**config.mk**
```make
export PLATFORM = sky130hd
export DESIGN_NAME = dmem_mmio_responder
export DESIGN_NICKNAME = d
export VERILOG_FILES = /design/src/rtl/dmem_mmio_responder.sv
export SDC_FILE = /design/constraint.sdc
export NUM_CORES = 1
export LEC_CHECK = 0
export ABC_AREA = 1
export BUFFER_PORTS_ARGS = -buffer_cell sky130_fd_sc_hd__buf_2
export CORE_MARGIN = 2
export CORE_UTILIZATION = 57
export CTS_CLUSTER_DIAMETER = 40
export DETAILED_ROUTE_END_ITERATION = 7
export PLACE_DENSITY = 0.84
export SLEW_MARGIN = 20
export SYNTH_ARGS = -nofsm -noshare
export SYNTH_HDL_FRONTEND = slang
export SYNTH_SLANG_ARGS = --single-unit
export TNS_END_PERCENT = 1
```
**constraint.sdc**
```tcl
create_clock -name clock -period 4.25 [get_ports clock]
set_input_delay 0.425 -clock clock [delete_from_list [all_inputs] [get_ports clock]]
set_output_delay 0.425 -clock clock [all_outputs]
set_load 0.005 [all_outputs]
```
**src/rtl/dmem_mmio_responder.sv**
```systemverilog
// Responder for the processor data-memory port: decodes each access into the
// data RAM, a small MMIO block (cycle counter, LEDs, TX byte FIFO) or nothing.
//
// Ports:
//   clock, reset      rising-edge clock, synchronous active-high reset
//   address_dmem      word address from the processor M stage
//   data, wren        store data and store enable
//   q_dmem            load data, combinational in the access cycle
//   ram_addr/ram_wdata/ram_wren/ram_q   single-port data RAM (same-cycle read)
//   leds              LED register contents
//   tx_data/tx_valid/tx_ready           TX FIFO drain handshake

module dmem_mmio_responder #(
    parameter int          RAM_ADDR_BITS = 12,
    parameter logic [31:0] MMIO_BASE     = 32'h0000F000,
    parameter int          FIFO_DEPTH    = 8,
    parameter int          LED_WIDTH     = 16
) (
    input  logic                     clock,
    input  logic                     reset,
    input  logic [31:0]              address_dmem,
    input  logic [31:0]              data,
    input  logic                     wren,
    output logic [31:0]              q_dmem,
    output logic [RAM_ADDR_BITS-1:0] ram_addr,
    output logic [31:0]              ram_wdata,
    output logic                     ram_wren,
    input  logic [31:0]              ram_q,
    output logic [LED_WIDTH-1:0]     leds,
    output logic [7:0]               tx_data,
    output logic                     tx_valid,
    input  logic                     tx_ready
);

    localparam int PW = $clog2(FIFO_DEPTH);
    localparam int CW = PW + 1;

    localparam logic [1:0] OFF_CYCLE  = 2'd0;
    localparam logic [1:0] OFF_LED    = 2'd1;
    localparam logic [1:0] OFF_TXDATA = 2'd2;
    localparam logic [1:0] OFF_TXSTAT = 2'd3;

    // registered state
    logic [31:0]          cycle_q, cycle_d;
    logic [LED_WIDTH-1:0] led_q, led_d;
    logic [PW-1:0]        head_q, head_d;
    logic [PW-1:0]        tail_q, tail_d;
    logic [CW-1:0]        count_q, count_d;
    logic                 ovf_q, ovf_d;
    logic [7:0]           mem_q [FIFO_DEPTH];

    // decode
    logic        ram_hit;
    logic        mmio_hit;
    logic [31:0] mmio_off;
    logic        wr_ok;
    logic        wr_led;
    logic        wr_txd;
    logic        wr_stat;

    // fifo control
    logic        full;
    logic        empty;
    logic        pop;
    logic        push_ok;
    logic [31:0] stat;
    logic [31:0] rdata;

    // Offset by subtraction keeps the decode correct for any MMIO_BASE.
    assign mmio_off = address_dmem - MMIO_BASE;
    assign ram_hit  = (address_dmem[31:RAM_ADDR_BITS] == '0);
    assign mmio_hit = !ram_hit && (mmio_off < 32'd4);

    assign wr_ok   = wren && !reset;
    assign wr_led  = wr_ok && mmio_hit && (mmio_off[1:0] == OFF_LED);
    assign wr_txd  = wr_ok && mmio_hit && (mmio_off[1:0] == OFF_TXDATA);
    assign wr_stat = wr_ok && mmio_hit && (mmio_off[1:0] == OFF_TXSTAT);

    // RAM pass-through
    assign ram_addr  = address_dmem[RAM_ADDR_BITS-1:0];
    assign ram_wdata = data;
    assign ram_wren  = wr_ok && ram_hit;

    // FIFO status and handshake
    assign full     = (count_q == CW'(FIFO_DEPTH));
    assign empty    = (count_q == '0);
    assign tx_valid = !empty;
    assign tx_data  = mem_q[head_q];
    assign pop      = tx_valid && tx_ready;
    // A full FIFO still takes the byte when the head leaves this cycle.
    assign push_ok  = wr_txd && (!full || pop);

    assign leds = led_q;

    always_comb begin
        stat          = '0;
        stat[0]       = full;
        stat[1]       = empty;
        stat[2]       = ovf_q;
        stat[8 +: CW] = count_q;
    end

    always_comb begin
        rdata = '0;
        if (ram_hit) begin
            rdata = ram_q;
        end else if (mmio_hit) begin
            unique case (mmio_off[1:0])
                OFF_CYCLE:  rdata = cycle_q;
                OFF_LED:    rdata = 32'(led_q);
                OFF_TXDATA: rdata = '0;
                OFF_TXSTAT: rdata = stat;
                default:    rdata = '0;
            endcase
        end
    end

    assign q_dmem = rdata;

    always_comb begin
        cycle_d = cycle_q + 32'd1;
        led_d   = wr_led ? data[LED_WIDTH-1:0] : led_q;
        head_d  = pop ? head_q + PW'(1) : head_q;
        tail_d  = push_ok ? tail_q + PW'(1) : tail_q;
        count_d = count_q;
        unique case ({push_ok, pop})
            2'b10:   count_d = count_q + CW'(1);
            2'b01:   count_d = count_q - CW'(1);
            default: count_d = count_q;
        endcase
        // a dropped byte wins over a same-cycle clear
        ovf_d = ovf_q;
        if (wr_txd && !push_ok) begin
            ovf_d = 1'b1;
        end else if (wr_stat) begin
            ovf_d = 1'b0;
        end
    end

    always_ff @(posedge clock) begin
        if (reset) begin
            cycle_q <= '0;
            led_q   <= '0;
            head_q  <= '0;
            tail_q  <= '0;
            count_q <= '0;
            ovf_q   <= 1'b0;
            // cleared so tx_data reads 0 out of reset
            for (int i = 0; i < FIFO_DEPTH; i++) begin
                mem_q[i] <= '0;
            end
        end else begin
            cycle_q <= cycle_d;
            led_q   <= led_d;
            head_q  <= head_d;
            tail_q  <= tail_d;
            count_q <= count_d;
            ovf_q   <= ovf_d;
            if (push_ok) begin
                mem_q[tail_q] <= data[7:0];
            end
        end
    end

endmodule
```
Yosys cells after proc, flatten, opt, wreduce, memory -nomap -nowiden
Memories as Yosys holds them, arrays and structs flattened. A register that Yosys moved wholly into a read port is not among the register bits.
Cells that the tools add are included.
{"block": "op_classes", "addsub": 6, "order_cmp": 1, "n_eq_ne": 6, "muxes": 16, "reduce_logical": 22}
{"operator": "one-hot mux 32 bit (4 select lines)", "n": 1}
{"operator": "two-way mux 32 bit", "n": 2}
{"operator": "adder 32 x 1 -> 32 bit (second input constant)", "n": 1}
{"operator": "less-than comparator 32 x 3 -> 1 bit (second input constant)", "n": 1}
{"operator": "subtractor 32 x 16 -> 32 bit (second input constant)", "n": 1}
{"operator": "logical NOT 20 bit", "n": 1}
{"operator": "logical AND 1 bit", "n": 10}
{"operator": "two-way mux 3 bit", "n": 3}
{"operator": "two-way mux 1 bit", "n": 8}
{"operator": "two-way mux 8 bit", "n": 1}
{"operator": "one-hot mux 4 bit (2 select lines)", "n": 1}
{"operator": "OR reduction 8 bit", "n": 1}
{"operator": "adder 3 x 1 -> 3 bit (second input constant)", "n": 2}
{"operator": "== test 2 bit (second input constant)", "n": 3}
{"operator": "logical NOT 1 bit", "n": 5}
{"operator": "adder 4 x 1 -> 4 bit (second input constant)", "n": 1}
{"operator": "== test 2 x 1 -> 1 bit (second input constant)", "n": 2}
{"operator": "== test 4 bit (second input constant)", "n": 1}
{"operator": "logical NOT 4 bit", "n": 1}
{"operator": "nonzero test 2 bit", "n": 2}
{"operator": "subtractor 4 x 1 -> 4 bit (second input constant)", "n": 1}
{"operator": "logical NOT 2 bit", "n": 1}
{"operator": "logical OR 1 bit", "n": 1}
{"block": "totals", "regBits": 59, "mem_bits_rw": 64, "inputBits": 100, "output_inout_bits": 102, "word_cells": 58, "mem_count": 1}
{"memory": "mem_q", "depth": 8, "width": 8, "rd": 1, "rd_ports_with_merged_regs": 1, "write_ports": 8, "line": "50", "rtl": "logic [7:0] mem_q [FIFO_DEPTH];"}

Logic depth before layout (Yosys ltp)
Gate-level depths: netlist of the first run.
{"block": "logic_depth", "ltp_word": 11, "depth_mapped": 21, "ltp_nobuf": 21}

Least setup slack after synthesis of the first run
OpenSTA, ideal clock, no wires.
{"block": "synth_timing", "kind": "input -> register", "from": "input port address_dmem[23]", "to": "memory mem_q[0][0], enable pin", "setup_ps": 329, "arrival_time_ps": 2270, "required_time_ps": 3921, "slack_ps": 1651, "path_stages": 15, "n_path_buf": 0, "cell_sequence": "nor2_1 -> nand2_1 -> nor2_1 -> nand2_1 -> nand2_1 -> nand3_1 -> nor2_1 -> nand2_2 -> nor2_8 -> nand3_4 -> nor2_4 -> inv_2 -> nor3_4 -> nand2_4 -> nand2_1"}
{"element": "start: declaration", "line": "21", "rtl": "input logic [31:0] address_dmem,"}
{"element": "end: declaration", "line": "50"}

Final worst setup path of the first run
{"block": "layout_timing", "from": "input port address_dmem[19]", "to": "output port q_dmem[31]"}
{"block": "layout_via", "elab_chain_cells": 5, "word_cells_on_any_way": 7, "classes_between": "add/sub (1); order compare (1); mux (2); reduce/logical (3)"}
{"element": "subtractor 32 x 16 -> 32 bit / logical NOT 20 bit (equally long branches)", "line": "70, 71"}
{"element": "less-than comparator 32 x 3 -> 1 bit / logical NOT 1 bit (equally long branches)", "line": "72", "rtl": "assign mmio_hit = !ram_hit && (mmio_off < 32'd4);"}
{"element": "logical AND 1 bit", "line": "72"}
{"element": "two-way mux 32 bit", "line": "107", "rtl": "end else if (mmio_hit) begin"}
{"element": "two-way mux 32 bit (*)", "line": "105", "rtl": "if (ram_hit) begin"}
{"element": "end: declaration", "line": "24", "rtl": "output logic [31:0] q_dmem,"}
Every way passes the cells marked *; elsewhere a longest branch is shown, timed or not.

==> key figures, run 1 <==
Yosys
  – Compound-Gate Fraction of Synth Area: 14.6%
  – Simple-Gate Fraction of Synth Area: 26.6%
  – Post-synth EDFFs: 64
  – Synth warnings: 0
  – Yosys top cell area share: 27.7%
  – Adder-cell area share of the yosys netlist: 0.721%
  – Post-Syn Nets: 1018
  – Register area share after synthesis: 45.5%
  – Main area contributors after synthesis: edfxtp_1 28%, dfxtp_1 18%, nor2_1 10%, nand2_1 7.5%, o21ai_0 6.5%
  – Yosys cell types: 39
  – Share of flip-flops with an asynchronous set or reset: 0%
  – Largest family of logic cells by synthesized area: simple AND/OR/NAND/NOR gates
  – Syn_area_per_cell: 7.60 sq um
  – Top FF cell, synth: edfxtp_1
  – Mapped Area: 0.00694 sq mm
  – Mux share of post-synthesis cell area: 0%
  – Cells after Synth: 914
  – Post-synthesis xor/xnor area fraction: 0.252%
  – Count of state elements after synthesis: 126
  – Cell taking the most area after synthesis: edfxtp_1

Drt
  – Post-route DRC violation count: 0
  – First-pass iteration count of the detailed router: 5
  – Post-route ant nets: 0
  – Vias: 6569
  – Drt first-iter violations: 526
  – Routed WL: 18.0 mm
  – Vias per cell: 5.49
  – DR WL/cell: 15.1 um

Floorplan
  – Core Area: 0.0120 sq mm
  – Boundary pin count: 202
  – Initial Util: 58.1%
  – Die ar.: 0.0131 sq mm
  – Die Y: 114 um
  – Chip width: 114 um
  – Row count: 40

GRT
  – First-pass GRT wire length: 28.3 mm
  – Total GRT Usage: 27.6%
  – Vias in the first global route: 5913
  – Initial antenna violation count: 1
  – Total grt overflow: 0
  – Pin count of the biggest net entering global routing: 48

Critical path
  – CP dominant cell by count: nand2_1
  – Critical-path top delay cell: clkinv_1
  – CP startpoint kind: primary input
  – FF-to-FF Start: cycle_q[0]
  – R2R cell count: 14
  – Reg-to-Reg End: cycle_q[24]
  – Crit path launch: address_dmem[19]
  – Crit. End Element: output port
  – Kind of critical path: in2out
  – R2r setup slk: 1.63 ns
  – CP max stage delay: 0.48 ns
  – CP required: 3.83 ns
  – Arrival @ worst endpoint: 2.79 ns
  – Crit-path cells: buf_2, nor2_2, nand2_1, nor2_1, nand2_1, nand2_1, nand3_1, nor2_1, nand2_2, nor2_8, clkinv_1, o32ai_1, buf_2
  – CP Max Fanout: 19

Finish
  – Nets: 1139
  – Area Overhead vs Synth: 17.8%
  – Share of cells above drive strength 1: 22.0%
  – Most frequent cells in the layout: 191 x nor2_1, 169 x buf_2, 139 x nand2_1
  – Commonest non-fill, non-tap cell in the layout: nor2_1
  – Layout Cells excl Fill: 1196

Clocking
  – Clock Latency Late Sink: 0.41 ns
  – Setup Buffers After CTS: 0
  – Clock transition at path regs: 0.06 ns
  – Root Buffer Master: clkbuf_16
  – Number of instances resized during post-cts repair: 0
  – CTS hold repair buffers: 0
  – CTS Buf Count: 17
  – Sink Count: 126
  – Max Root-Sink Buffers: 2
  – CTS tree: built
  – CTS H-tree lvls: 4

Place
  – PortBufs: 169
  – Hpwl dp: 12.9 mm
  – Placed Cells incl. Taps: 1163
  – GP Congestion: 0.920

Power
  – Leak: 3.60 nW
  – Maximum VDD drop: 0.230 mV
  – Total power: 3.65 mW
  – Pwr Density: 447 mW/mm^2

STA
  – Clock Skews: 0.0101 ns
  – Setup TNS Final: 0 ns
  – Fin. max-slew vios: 0
  – Fin crit share: 75.7%
  – RSZ-0062 raised after global routing: no
  – F_max: 0.311 GHz
  – # setup viols final: 0
  – Final Hold Fails: 0
  – Crit path time final: 3.22 ns
  – Worst-margin pin slew: 0.852 ns
  – Relative slew slack: 43.1%

Worst hold path
  – Worst Hold End: leds[13]
  – Hold_sp: data[13]
  – HP Class: in2reg
  – Hold Crit Depth: 3

Flow run
  – Max Cap Viol: 0

Status
  – Status: finished, final reports clean
[how the worst max path moves through the flow]
stage / to / slack [ns] / cells after the start
2_1_floorplan: mem_q[0][0] / 1.65 / 15
3_3_place_gp: q_dmem[31] / 1.06 / 13
3_5_place_dp: q_dmem[31] / 1.05 / 13
4_1_cts: q_dmem[31] / 1.04 / 13
5_1_grt: q_dmem[31] / 0.78 / 13
6_report: q_dmem[31] / 1.03 / 13
[metal layers]
layer	vias up	wire (um)	track usage, %
met4	0	393	10.5
met1	2984	7560	35.2
met2	307	8830	47.6
met3	37	1230	4.13
li1	3241	-	-
met5	-	0	0
[state kept, by name, summed over array words and instances (netlist names), named ones only]
signal and flops:
count_q 4, cycle_q 32, head_q 3, leds 16, mem_q 64, ovf_q 1
tail_q 3
[report_power, final]
group,switching [mW],internal (mW)
Sequential,0.0589,1.34
Clock,0.560,0.933
Combinational,0.487,0.271
Total,1.11,2.55
[final cells by class]
cell class / count / area [sq um]
Multi-Input combinational cell: 604 / 2920
Fill cell: 948 / 3780
Timing Repair Buffer: 172 / 868
Clock inverter: 14 / 179
Antenna cell: 1 / 2.50
Sequential cell: 126 / 3160
Tap cell: 147 / 184
Inverter: 114 / 428
Clock buffer: 18 / 429
[critical path, delay by kind of cell]
kind                   cells  cell delay (ns)
and+or+nand+nor            9             1.13
buffers and inverters      3             0.79
AOI/OAI and AO/OA          1             0.44
[cells by family (layout without fill, tap and decap cells)]
logic type / after synthesis / count (layout)
fa+ha+maj: 4 / 4
other cells: 0 / 1
xor+xnor: 2 / 2
simple gates: 420 / 420
flops: 126 / 126
compound gates: 178 / 178
buf+inv: 184 / 318
[synth_stat cells (all sizes together) (2+ instances only)]
cell and n:
nor4 4, nand3b 3, o22ai 10, a211oi 4, nor2 206, ha 4, clkbuf 25, a21oi 39
a31oi 9, nand3 24, dfxtp 62, o32ai 15, nor3b 2, nor3 24, o21ai 90, o21a 6
o211ai 2, inv 102, edfxtp 64, o221ai 2, buf 45, nand4 10, nand2 146, clkinv 12
[stage by stage]
step	setup WS (ns)	cell area, sq um	utilization, %	hold WS, ns
after floorplan	1.65	6940	-	0.414
after global placement	1.06	7570	63.3	0.436
after detailed placement	1.05	7570	63.3	0.439
after CTS	1.04	8180	68.3	0.253
after global routing	0.782	8180	68.4	0.263
final	1.03	8180	68.4	0.257
No activity file was read; power rests on OpenSTA's default activity.
==> run 2: changes to the inputs <==
--- a/config.mk
+++ b/config.mk
@@ -8,10 +8,10 @@
 export ABC_AREA = 1
 export BUFFER_PORTS_ARGS = -buffer_cell sky130_fd_sc_hd__buf_2
 export CORE_MARGIN = 2
-export CORE_UTILIZATION = 57
+export CORE_UTILIZATION = 53
 export CTS_CLUSTER_DIAMETER = 40
 export DETAILED_ROUTE_END_ITERATION = 7
-export PLACE_DENSITY = 0.84
+export PLACE_DENSITY = 0.78
 export SLEW_MARGIN = 20
 export SYNTH_ARGS = -nofsm -noshare
 export SYNTH_HDL_FRONTEND = slang
==> constraint.sdc (replaced) <==
create_clock -name clock -period 3.3 [get_ports clock]
set_input_delay 0.33 -clock clock [delete_from_list [all_inputs] [get_ports clock]]
set_output_delay 0.33 -clock clock [all_outputs]
set_load 0.005 [all_outputs]
==> key figures, run 2 (synthesized netlist as in run 1, its figures left out) <==
Status
  – Status: finished, final reports clean

Floorplan
  – Initial Util: 54.6%
  – Boundary pin count: 202
  – Chip width: 118 um
  – Row count: 41
  – Die Y: 118 um
  – Core Area: 0.0127 sq mm
  – Die ar.: 0.0140 sq mm

Finish
  – Max reg flops: 64
  – Layout Utilization: 65.0%
  – Area Overhead vs Synth: 19.0%
  – Nets: 1145
  – Share of cells above drive strength 1: 22.4%
  – Most frequent cells in the layout: 191 x nor2_1, 169 x buf_2, 139 x nand2_1
  – ANT cells: 0
  – Commonest non-fill, non-tap cell in the layout: nor2_1
  – Most flops, register: mem_q
  – Layout Cells excl Fill: 1226

GRT
  – Vias in the first global route: 6134
  – Total grt overflow: 0
  – Initial antenna violation count: 0
  – Total GRT Usage: 26.5%
  – Pin count of the biggest net entering global routing: 48
  – First-pass GRT wire length: 29.5 mm

Clocking
  – Clock Latency Late Sink: 0.42 ns
  – Number of instances resized during post-cts repair: 0
  – Clock transition at path regs: 0.06 ns
  – CTS H-tree lvls: 4
  – CTS tree: built
  – CTS Buf Count: 17
  – CTS hold repair buffers: 0
  – Sink Count: 126
  – Setup Buffers After CTS: 0
  – Root Buffer Master: clkbuf_16
  – Max Root-Sink Buffers: 2

STA
  – Final Hold Fails: 0
  – F_max: 0.326 GHz
  – Worst-margin pin slew: 0.856 ns
  – RSZ-0062 raised after global routing: no
  – Relative slew slack: 42.9%
  – Setup TNS Final: 0 ns
  – Clock Skews: 0.0114 ns
  – Fin crit share: 93.0%
  – # setup viols final: 0
  – Crit path time final: 3.07 ns
  – Fin. max-slew vios: 0
  – Final worst slack: 0.232 ns

Place
  – Placed Cells incl. Taps: 1194
  – Worst slack at placement: 0.290 ns
  – Hpwl dp: 12.8 mm
  – PortBufs: 169
  – GP Congestion: 0.942

Critical path
  – Arrival @ worst endpoint: 2.74 ns
  – Kind of critical path: in2out
  – Crit-path cells: buf_2, nor2_1, nand2_1, nor2_1, nand2_1, nand2_1, nand3_1, nor2_1, nand2_2, nor2_8, buf_4, clkinv_1, o32ai_1, buf_2
  – Crit. End Element: output port
  – CP max stage delay: 0.48 ns
  – Critical-path top delay cell: clkinv_1
  – CP required: 2.97 ns
  – CP Max Fanout: 18
  – CP startpoint kind: primary input

Power
  – Total power: 4.78 mW
  – Pwr Density: 578 mW/mm^2
  – Leak: 3.65 nW
  – Maximum VDD drop: 0.314 mV

Drt
  – Post-route DRC violation count: 0
  – Vias: 6575
  – First-pass iteration count of the detailed router: 6
  – Vias per cell: 5.36
  – Post-route ant nets: 0
  – DR WL/cell: 15.1 um
  – Routed WL: 18.5 mm
  – Drt first-iter violations: 695

Flow run
  – Max Cap Viol: 0

Worst hold path
  – HP Class: in2reg
-- run 2: critical path, delay by kind of cell --
| kind | cells | cell delay [ns] |
|---|---|---|
| buf+inv | 4 | 1.01 |
| simple gates | 9 | 0.95 |
| compound gates | 1 | 0.44 |
-- run 2: cell type report --
| cell class | instances | area (sq um) |
|---|---|---|
| Fill cell | 1138 | 4460 |
| Tap cell | 172 | 215 |
| Multi-Input combinational cell | 604 | 2920 |
| Clock inverter | 14 | 191 |
| Sequential cell | 126 | 3160 |
| Timing Repair Buffer | 178 | 913 |
| Inverter | 114 | 428 |
| Clock buffer | 18 | 429 |
-- run 2: metal layers --
metal  vias up  share of wire (%)  track usage (%)
met5         -                  0                0
met4         0                2.4             8.93
met3        38                6.2             5.41
met2       292                 49             45.3
met1      3005                 43             33.5
li1       3240                  -                -
-- run 2: report_power, final --
group / leakage (nW) / total, mW / internal, mW / switching, mW
Sequential: 1.12 / 1.78 / 1.73 / 0.0537
Clock: 0.306 / 1.98 / 1.27 / 0.714
Combinational: 2.22 / 1.02 / 0.356 / 0.661
-- run 2: stage by stage --
stage / area [sq um] / hold WS, ns
floorplan: 6940 / 0.414
global placement: 7640 / 0.436
detailed placement: 7640 / 0.451
CTS: 8260 / 0.151
global route: 8260 / 0.161
finish: 8260 / 0.160
-- run 2: worst paths after layout --
kind / endpoint / slack (ns) / from / depth (start not counted)
setup / recovery: q_dmem[23] / 0.23 / address_dmem[23] / 14
hold reg to reg: head_q[2] / 0.46 / head_q[2] / 2
setup reg to reg: cycle_q[26] / 0.65 / cycle_q[0] / 14
hold / removal: leds[12] / 0.16 / data[12] / 3
